[config.mk]
export PLATFORM = sky130hd
export DESIGN_NAME = mc_datapath
export DESIGN_NICKNAME = d
export VERILOG_FILES = /design/src/rtl/mc_datapath_pkg.sv /design/src/rtl/mc_datapath_seq.sv /design/src/rtl/mc_datapath.sv
export SDC_FILE = /design/constraint.sdc
export NUM_CORES = 2
export LEC_CHECK = 0
export BUFFER_PORTS_ARGS = -buffer_cell sky130_fd_sc_hd__buf_2
export CAP_MARGIN = 20
export CORE_MARGIN = 3
export CORE_UTILIZATION = 55
export DETAILED_ROUTE_END_ITERATION = 8
export GPL_TIMING_DRIVEN = 0
export MAX_ROUTING_LAYER = met4
export PLACE_DENSITY = 0.81
export SLEW_MARGIN = 25
export SYNTH_ARGS = -nofsm -noshare
export SYNTH_HDL_FRONTEND = slang
export SYNTH_SLANG_ARGS = --single-unit
[constraint.sdc]
create_clock -name clk -period 20.2 [get_ports clk]
set_input_delay 5.05 -clock clk [delete_from_list [all_inputs] [get_ports clk]]
set_output_delay 5.05 -clock clk [all_outputs]
set_load 0.1 [all_outputs]
[src/rtl/mc_datapath_pkg.sv]
// Shared definitions for the multi-cycle datapath: state encoding, select codes
// and the small combinational units (ALU, shifter, immediate extender).
package mc_datapath_pkg;

  typedef enum logic [2:0] {
    ST_RST,
    ST_FETCH,
    ST_DECODE,
    ST_EXEC,
    ST_MEM,
    ST_WB,
    ST_FAULT
  } state_t;

  localparam logic [2:0] PCN_PC4  = 3'd0;
  localparam logic [2:0] PCN_BR   = 3'd1;
  localparam logic [2:0] PCN_JUMP = 3'd2;
  localparam logic [2:0] PCN_RS   = 3'd3;

  localparam logic [1:0] RES_ALU   = 2'd0;
  localparam logic [1:0] RES_MEM   = 2'd1;
  localparam logic [1:0] RES_SHIFT = 2'd2;

  localparam logic [1:0] DST_RD = 2'd0;
  localparam logic [1:0] DST_RT = 2'd1;
  localparam logic [1:0] DST_RA = 2'd2;

  localparam logic [4:0] RA = 5'd31;

  localparam logic [1:0] EXT_SIGN  = 2'd0;
  localparam logic [1:0] EXT_ZERO  = 2'd1;
  localparam logic [1:0] EXT_UPPER = 2'd2;

  localparam logic [3:0] ALU_ADD   = 4'd0;
  localparam logic [3:0] ALU_SUB   = 4'd1;
  localparam logic [3:0] ALU_AND   = 4'd2;
  localparam logic [3:0] ALU_OR    = 4'd3;
  localparam logic [3:0] ALU_XOR   = 4'd4;
  localparam logic [3:0] ALU_NOR   = 4'd5;
  localparam logic [3:0] ALU_SLT   = 4'd6;
  localparam logic [3:0] ALU_SLTU  = 4'd7;
  localparam logic [3:0] ALU_PASSB = 4'd8;

  localparam logic [3:0] SH_SLL = 4'd0;
  localparam logic [3:0] SH_SRL = 4'd1;
  localparam logic [3:0] SH_SRA = 4'd2;

  function automatic logic [31:0] alu_f(input logic [3:0] mode, input logic [31:0] a,
                                        input logic [31:0] b);
    logic [31:0] r;
    case (mode)
      ALU_ADD:   r = a + b;
      ALU_SUB:   r = a - b;
      ALU_AND:   r = a & b;
      ALU_OR:    r = a | b;
      ALU_XOR:   r = a ^ b;
      ALU_NOR:   r = ~(a | b);
      ALU_SLT:   r = {31'd0, $signed(a) < $signed(b)};
      ALU_SLTU:  r = {31'd0, a < b};
      ALU_PASSB: r = b;
      default:   r = a + b;
    endcase
    return r;
  endfunction

  function automatic logic [31:0] shift_f(input logic [3:0] mode, input logic [31:0] val,
                                          input logic [4:0] amt);
    logic [31:0] r;
    case (mode)
      SH_SLL:  r = val << amt;
      SH_SRL:  r = val >> amt;
      SH_SRA:  r = 32'($signed(val) >>> amt);
      default: r = val << amt;
    endcase
    return r;
  endfunction

  function automatic logic [31:0] ext_f(input logic [1:0] mode, input logic [15:0] imm);
    logic [31:0] r;
    case (mode)
      EXT_ZERO:  r = {16'd0, imm};
      EXT_UPPER: r = {imm, 16'd0};
      default:   r = {{16{imm[15]}}, imm};
    endcase
    return r;
  endfunction

endpackage

[src/rtl/mc_datapath_seq.sv]
// Sequencer for the multi-cycle datapath: state machine, memory wait counter,
// register-load enables and the retire/fault flags.
module mc_seq
  import mc_datapath_pkg::*;
#(
  parameter int MEM_TIMEOUT = 0
) (
  input  logic   clk,
  input  logic   rst,
  input  logic   mem_ready,
  input  logic   mem_rd_c,
  input  logic   mem_we_c,
  input  logic   we_c,
  output state_t state,
  output logic   mem_req,
  output logic   ir_en,
  output logic   ab_en,
  output logic   alu_en,
  output logic   mdr_en,
  output logic   pc_en,
  output logic   rf_en,
  output logic   retire,
  output logic   fault
);

  localparam logic [31:0] TIMEOUT = 32'(MEM_TIMEOUT);

  logic [31:0] wait_cnt;
  logic        hs;
  logic        to_hit;

  // Reset kills the request immediately, before the state register settles.
  assign mem_req = !rst && (state == ST_FETCH || state == ST_MEM);
  assign hs      = mem_req && mem_ready;
  assign to_hit  = (TIMEOUT != 32'd0) && ((wait_cnt + 32'd1) == TIMEOUT);

  assign ir_en  = (state == ST_FETCH) && hs;
  assign ab_en  = (state == ST_DECODE);
  assign alu_en = (state == ST_EXEC);
  assign mdr_en = (state == ST_MEM) && hs && !mem_we_c;
  assign pc_en  = (state == ST_WB) || ((state == ST_MEM) && hs && mem_we_c);
  assign rf_en  = (state == ST_WB) && we_c;

  always_ff @(posedge clk or posedge rst) begin
    if (rst) begin
      state    <= ST_RST;
      wait_cnt <= 32'd0;
      retire   <= 1'b0;
      fault    <= 1'b0;
    end else begin
      retire <= 1'b0;
      case (state)
        ST_RST:    state <= ST_FETCH;
        ST_FETCH, ST_MEM: begin
          if (hs) begin
            wait_cnt <= 32'd0;
            if (state == ST_FETCH) begin
              state <= ST_DECODE;
            end else if (mem_we_c) begin
              state  <= ST_FETCH;
              retire <= 1'b1;
            end else begin
              state <= ST_WB;
            end
          end else begin
            wait_cnt <= wait_cnt + 32'd1;
            if (to_hit) begin
              state <= ST_FAULT;
              fault <= 1'b1;
            end
          end
        end
        ST_DECODE: state <= ST_EXEC;
        ST_EXEC:   state <= (mem_rd_c || mem_we_c) ? ST_MEM : ST_WB;
        ST_WB: begin
          state  <= ST_FETCH;
          retire <= 1'b1;
        end
        ST_FAULT:  state <= ST_FAULT;
        default:   state <= ST_RST;
      endcase
    end
  end

endmodule

[src/rtl/mc_datapath.sv]
// Multi-cycle MIPS datapath sharing one req/ready memory port between
// instruction fetch and load/store, driven by the external main decoder.
module mc_datapath
  import mc_datapath_pkg::*;
#(
  parameter logic [31:0] RESET_PC    = 32'h0000_0000,
  parameter int          MEM_TIMEOUT = 0
) (
  input  logic        clk,
  input  logic        reset,
  output logic [31:0] mem_addr,
  output logic [31:0] mem_wdata,
  input  logic [31:0] mem_rdata,
  output logic        mem_req,
  output logic        mem_we,
  input  logic        mem_ready,
  output logic [31:0] instr,
  output logic [5:0]  op_c,
  output logic [5:0]  funct,
  output logic        zero,
  input  logic        argB_c,
  input  logic        we_c,
  input  logic        sh_d_c,
  input  logic        wd_c,
  input  logic [1:0]  dest_reg_c,
  input  logic [1:0]  result_c,
  input  logic [1:0]  ext_c,
  input  logic [2:0]  pc_next_c,
  input  logic [3:0]  alu_c,
  input  logic [3:0]  us,
  input  logic        mem_rd_c,
  input  logic        mem_we_c,
  output logic        retire,
  output logic        fault,
  output logic [31:0] pc_val
);

  state_t state;
  logic ir_en, ab_en, alu_en, mdr_en, pc_en, rf_en;

  logic [31:0] pc, pc4, ir, a, b, aluout, mdr;
  logic [31:0] rf [0:31];

  logic [4:0]  rs, rt, dest;
  logic [31:0] rs_val, rt_val, imm_ext, opb, c, sh, br_target, jmp_target, pc_next, wd;

  mc_seq #(.MEM_TIMEOUT(MEM_TIMEOUT)) u_seq (
    .clk      (clk),
    .rst      (reset),
    .mem_ready(mem_ready),
    .mem_rd_c (mem_rd_c),
    .mem_we_c (mem_we_c),
    .we_c     (we_c),
    .state    (state),
    .mem_req  (mem_req),
    .ir_en    (ir_en),
    .ab_en    (ab_en),
    .alu_en   (alu_en),
    .mdr_en   (mdr_en),
    .pc_en    (pc_en),
    .rf_en    (rf_en),
    .retire   (retire),
    .fault    (fault)
  );

  assign rs     = ir[25:21];
  assign rt     = ir[20:16];
  assign rs_val = (rs == 5'd0) ? 32'd0 : rf[rs];
  assign rt_val = (rt == 5'd0) ? 32'd0 : rf[rt];

  assign imm_ext    = ext_f(ext_c, ir[15:0]);
  assign opb        = argB_c ? imm_ext : b;
  assign c          = alu_f(alu_c, a, opb);
  assign sh         = shift_f(us, b, sh_d_c ? a[4:0] : ir[10:6]);
  assign zero       = (c == 32'd0);
  assign br_target  = pc4 + (imm_ext << 2);
  assign jmp_target = {pc4[31:28], ir[25:0], 2'b00};
  assign wd         = wd_c ? pc4 : ((result_c == RES_MEM) ? mdr : aluout);

  always_comb begin
    case (pc_next_c)
      PCN_BR:   pc_next = br_target;
      PCN_JUMP: pc_next = jmp_target;
      PCN_RS:   pc_next = a;
      default:  pc_next = pc4;
    endcase
  end

  always_comb begin
    case (dest_reg_c)
      DST_RT:  dest = rt;
      DST_RA:  dest = RA;
      default: dest = ir[15:11];
    endcase
  end

  always_ff @(posedge clk or posedge reset) begin
    if (reset) begin
      pc     <= RESET_PC;
      pc4    <= 32'd0;
      ir     <= 32'd0;
      a      <= 32'd0;
      b      <= 32'd0;
      aluout <= 32'd0;
      mdr    <= 32'd0;
    end else begin
      if (ir_en) begin
        ir  <= mem_rdata;
        pc4 <= pc + 32'd4;
      end
      if (ab_en) begin
        a <= rs_val;
        b <= rt_val;
      end
      if (alu_en) aluout <= (result_c == RES_SHIFT) ? sh : c;
      if (mdr_en) mdr <= mem_rdata;
      if (pc_en) pc <= pc_next;
    end
  end

  // Register 0 is never stored; reads of it are forced to zero above.
  always_ff @(posedge clk) begin
    if (rf_en && dest != 5'd0) rf[dest] <= wd;
  end

  assign mem_addr  = (state == ST_MEM) ? aluout : pc;
  assign mem_wdata = b;
  assign mem_we    = mem_req && (state == ST_MEM) && mem_we_c;
  assign instr     = ir;
  assign op_c      = ir[31:26];
  assign funct     = ir[5:0];
  assign pc_val    = pc;

endmodule

==> results.sh <==
export IMPL_num_vias=57300
export IMPL_finalPower_w=0.0156
export IMPL_drcViolationCount=36
export IMPL_clockBufferDepth=3
export IMPL_dieWidth_um=361
export IMPL_r2r_setup_slack_ns=13.81
export IMPL_min_to="mdr[18]$_DFFE_PP0P_"
export IMPL_timing_hold_violations_final=0
export IMPL_drv_cap=0
export IMPL_min_path_cells=1
export IMPL_crit_start="ext_c[0]"
export IMPL_min_from="mdr[18]$_DFFE_PP0P_"
export IMPL_synth_top_flop_cell="edfxtp_1"
export IMPL_max_stage_delay_ns=0.98
export IMPL_yosysWarningCount=0
export IMPL_finalWorstPathRequiredPeriod_ns=16.88
export IMPL_post_drt_wl_per_cell_um=46.0
export IMPL_r2r_cells=11
export IMPL_netlist_instances=5012
export IMPL_layout_common_cells="1024 x edfxtp_1, 497 x mux4_2, 351 x mux2i_1"
export IMPL_io_pins=203
export IMPL_grt_pass1_wl_um=456000
export IMPL_cts_tree="done"
export IMPL_finalSetupViolCount=0
export IMPL_final_layout_size_suffix_gt1_share_pct=25.7
export IMPL_crit_buf_inv=7
export IMPL_p_per_area_nw_per_um2=194
export IMPL_end_kind="primary output"
export IMPL_crit_chain="buf_2 > inv_1 > ha_1 > or2_1 > buf_2 > clkbuf_1 > and2_1 > mux2i_1 > inv_1 > ha_1 > inv_1 > fa_1 > nor2b_1 > o31ai_1 > a21oi_1 > o311ai_1 > a21o_1 > a211oi_1 > nor4b_1 > o2111ai_1 > nor2_1 > nand4_1 > nor4_2 > buf_2"
export IMPL_core_area_um2=124000
export IMPL_arrival_ns=11.83
export IMPL_critPathMaxFanout=10
export IMPL_grt_start_max_net_pins=93
export IMPL_leakage_nw=28.9
export IMPL_violations="DRC"
export IMPL_insertion_delay_ns=0.84
export IMPL_cts_resized=0
export IMPL_portBuffers=197
export IMPL_worstMarginPinSlew_ns=1.32
export IMPL_first_global_vias=54700
export IMPL_antenna_found_initial=36
export IMPL_numCtsBuffers=133
export IMPL_postLayoutCellArea_um2=80000
export IMPL_slew_headroom_pct=12.2
export IMPL_reg2reg_from="instr[16]$_DFFE_PP0P_"
export IMPL_final_period_utilization_pct=83.6
export IMPL_synth_edf_count=1024
export IMPL_num_rows=129
export IMPL_ctsHtreeMaxLevel=4
export IMPL_ir_worst_vdd_v=0.000171
export IMPL_layout_commonest_cell="edfxtp_1"
export IMPL_drtIter0Drc=10700
export IMPL_hp_class="flip-flop to flip-flop"
export IMPL_rsz0062_at_grt="false"
export IMPL_setup_ws_ns=3.32
export IMPL_async_flop_share_pct=18.2
export IMPL_overflow=0
export IMPL_clock_sinks=1252
export IMPL_cpMaxStageDelayCell="o311ai_1"
export IMPL_dp_slack_ns=3.48
export IMPL_post_cts_buffers=0
export IMPL_routed_wl_um=335000
export IMPL_nNetsFinal=5678
export IMPL_drt_first_pass_iters=9
export IMPL_area_growth_pct=15.5
export IMPL_max_freq_ghz=0.0592
export IMPL_synth_area_um2=69300
export IMPL_holdWs_ns=0.509
export IMPL_yosysTopAreaCell="edfxtp_1"
export IMPL_path_delay_family="compound AO/OA/AOI/OAI gates"
export IMPL_crit_type="primary input to primary output"
export IMPL_root_buffer="clkbuf_16"
export IMPL_routabilityCongestion=1.12
export IMPL_slew_viol_final=0
export IMPL_reg2reg_to="rf[27][28]$_DFFE_PP_"
export IMPL_outcome="finished with violations"
export IMPL_initial_core_util_pct=55.7
export IMPL_fin_skew_ns=0.0538
export IMPL_fin_setup_tns_ns=0
export IMPL_ys_ff_latch=1252
export IMPL_seq_area_frac_synth_pct=52.6
export IMPL_via_per_inst=7.87
export IMPL_dpl_cell_area_um2=75400
export IMPL_clk_pin_slew_ns=0.06
export IMPL_die_height_um=361
export IMPL_synth_top_cell_area_share_pct=44.4
export IMPL_netlist_top_cells_area="edfxtp_1 44%, mux4_2 16%, dfrtp_1 8.2%, mux2i_1 5.1%, mux2_2 2.9%"
export IMPL_die_area_um2=130000
export IMPL_start_kind="primary input"
export IMPL_grtUsageTotal_pct=52.8
export IMPL_worst_ep_required_time_ns=15.15
export IMPL_yosysUniqueCellTypes=95
export IMPL_hpwl_um=239000
export IMPL_antenna_left=0
export IMPL_cts_hold_buf=0
export IMPL_synth_avg_cell_area_um2=13.8
-- registers in the layout, indices dropped and copies added (netlist names) --
signal        cells
rf             1024
a                32
aluout           32
instr            32
mdr              32
mem_wdata        32
pc4              32
pc_val           32
u_seq.state       3
u_seq.retire      1
-- area by class of cell --
class	count	area (um2)
Timing Repair Buffer	307	3200
Multi-Input combinational cell	3273	31600
Inverter	122	465
Buffer	397	1720
Fill cell	8633	44400
Clock inverter	72	835
Sequential cell	1252	36500
Tap cell	1637	2050
Clock buffer	170	3600
Antenna cell	44	110
-- worst register-to-register path, stage by stage (launching register included) --
cell,delay [ns]
dfrtp_1,0.37
clkbuf_1,0.86
buf_2,0.51
buf_2,0.65
a21oi_1,0.18
o21a_1,0.23
nand2_1,0.74
nor2b_1,0.11
nor3b_1,0.92
nand2_1,0.55
nor2_4,0.69
buf_12,0.28
-- kinds of logic after synthesis --
logic type                 synth area share [%]
muxes                                      24.2
buffers and inverters                      3.02
DFF                                        52.6
other                                   0.00541
adders and majority gates                  2.45
AOI/OAI and AO/OA                          11.4
and+or+nand+nor                            5.70
xor gates and xnor gates                  0.683
-- worst max-delay path by stage --
stage                     endpoint  slack, ns  cells past startpoint
after detailed placement      zero       3.48                     24
after global placement      mem_we       1.95                      4
after global routing          zero       3.07                     24
after CTS                     zero       3.45                     24
after floorplan             mem_we       4.09                      2
final                         zero       3.32                     24
-- per-stage QoR --
| step | instances | utilization [%] |
|---|---|---|
| 2_1_floorplan | 5044 | - |
| 3_3_place_gp | 6878 | 58.2 |
| 3_5_place_dp | 6983 | 60.6 |
| 4_1_cts | 7225 | 64.1 |
| 5_1_grt | 7266 | 64.3 |
| 6_report | 7274 | 64.3 |
-- cells in the mapped netlist (32+ instances only) --
cell and number:
o22ai_1 113, inv_1 120, ha_1 131, nand2_1 316, a221oi_1 50, nor3_1 46
mux2i_1 353, clkbuf_1 258, nand2b_1 42, a21oi_1 209, a211oi_1 45, edfxtp_1 1024
o21ai_0 252, nor2_1 260, dfrtp_1 228, a31oi_1 32, o211ai_1 70, buf_1 71
nand3_1 40, buf_2 49, a21o_1 48, a22o_1 55, o221ai_1 77, mux4_2 497
mux2_2 177
-- per-layer routing --
metal | part of all wire, % | GRT usage [%] | routed length, um | vias up
met2 | 42 | 72.8 | 141000 | 6179
li1 | - | - | - | 21100
met5 | 0 | - | 0 | -
met3 | 15 | 22.6 | 50700 | 1866
met1 | 31 | 58.3 | 104000 | 28100
met4 | 12 | 45.9 | 39400 | 0
-- where the power goes --
part	switching [W]	total [W]	internal, W
clock network	0.00114	0.00257	0.00143
logic	0.00642	0.00915	0.00273
registers	0.000593	0.00383	0.00324
(Power assumes the default switching activity.)
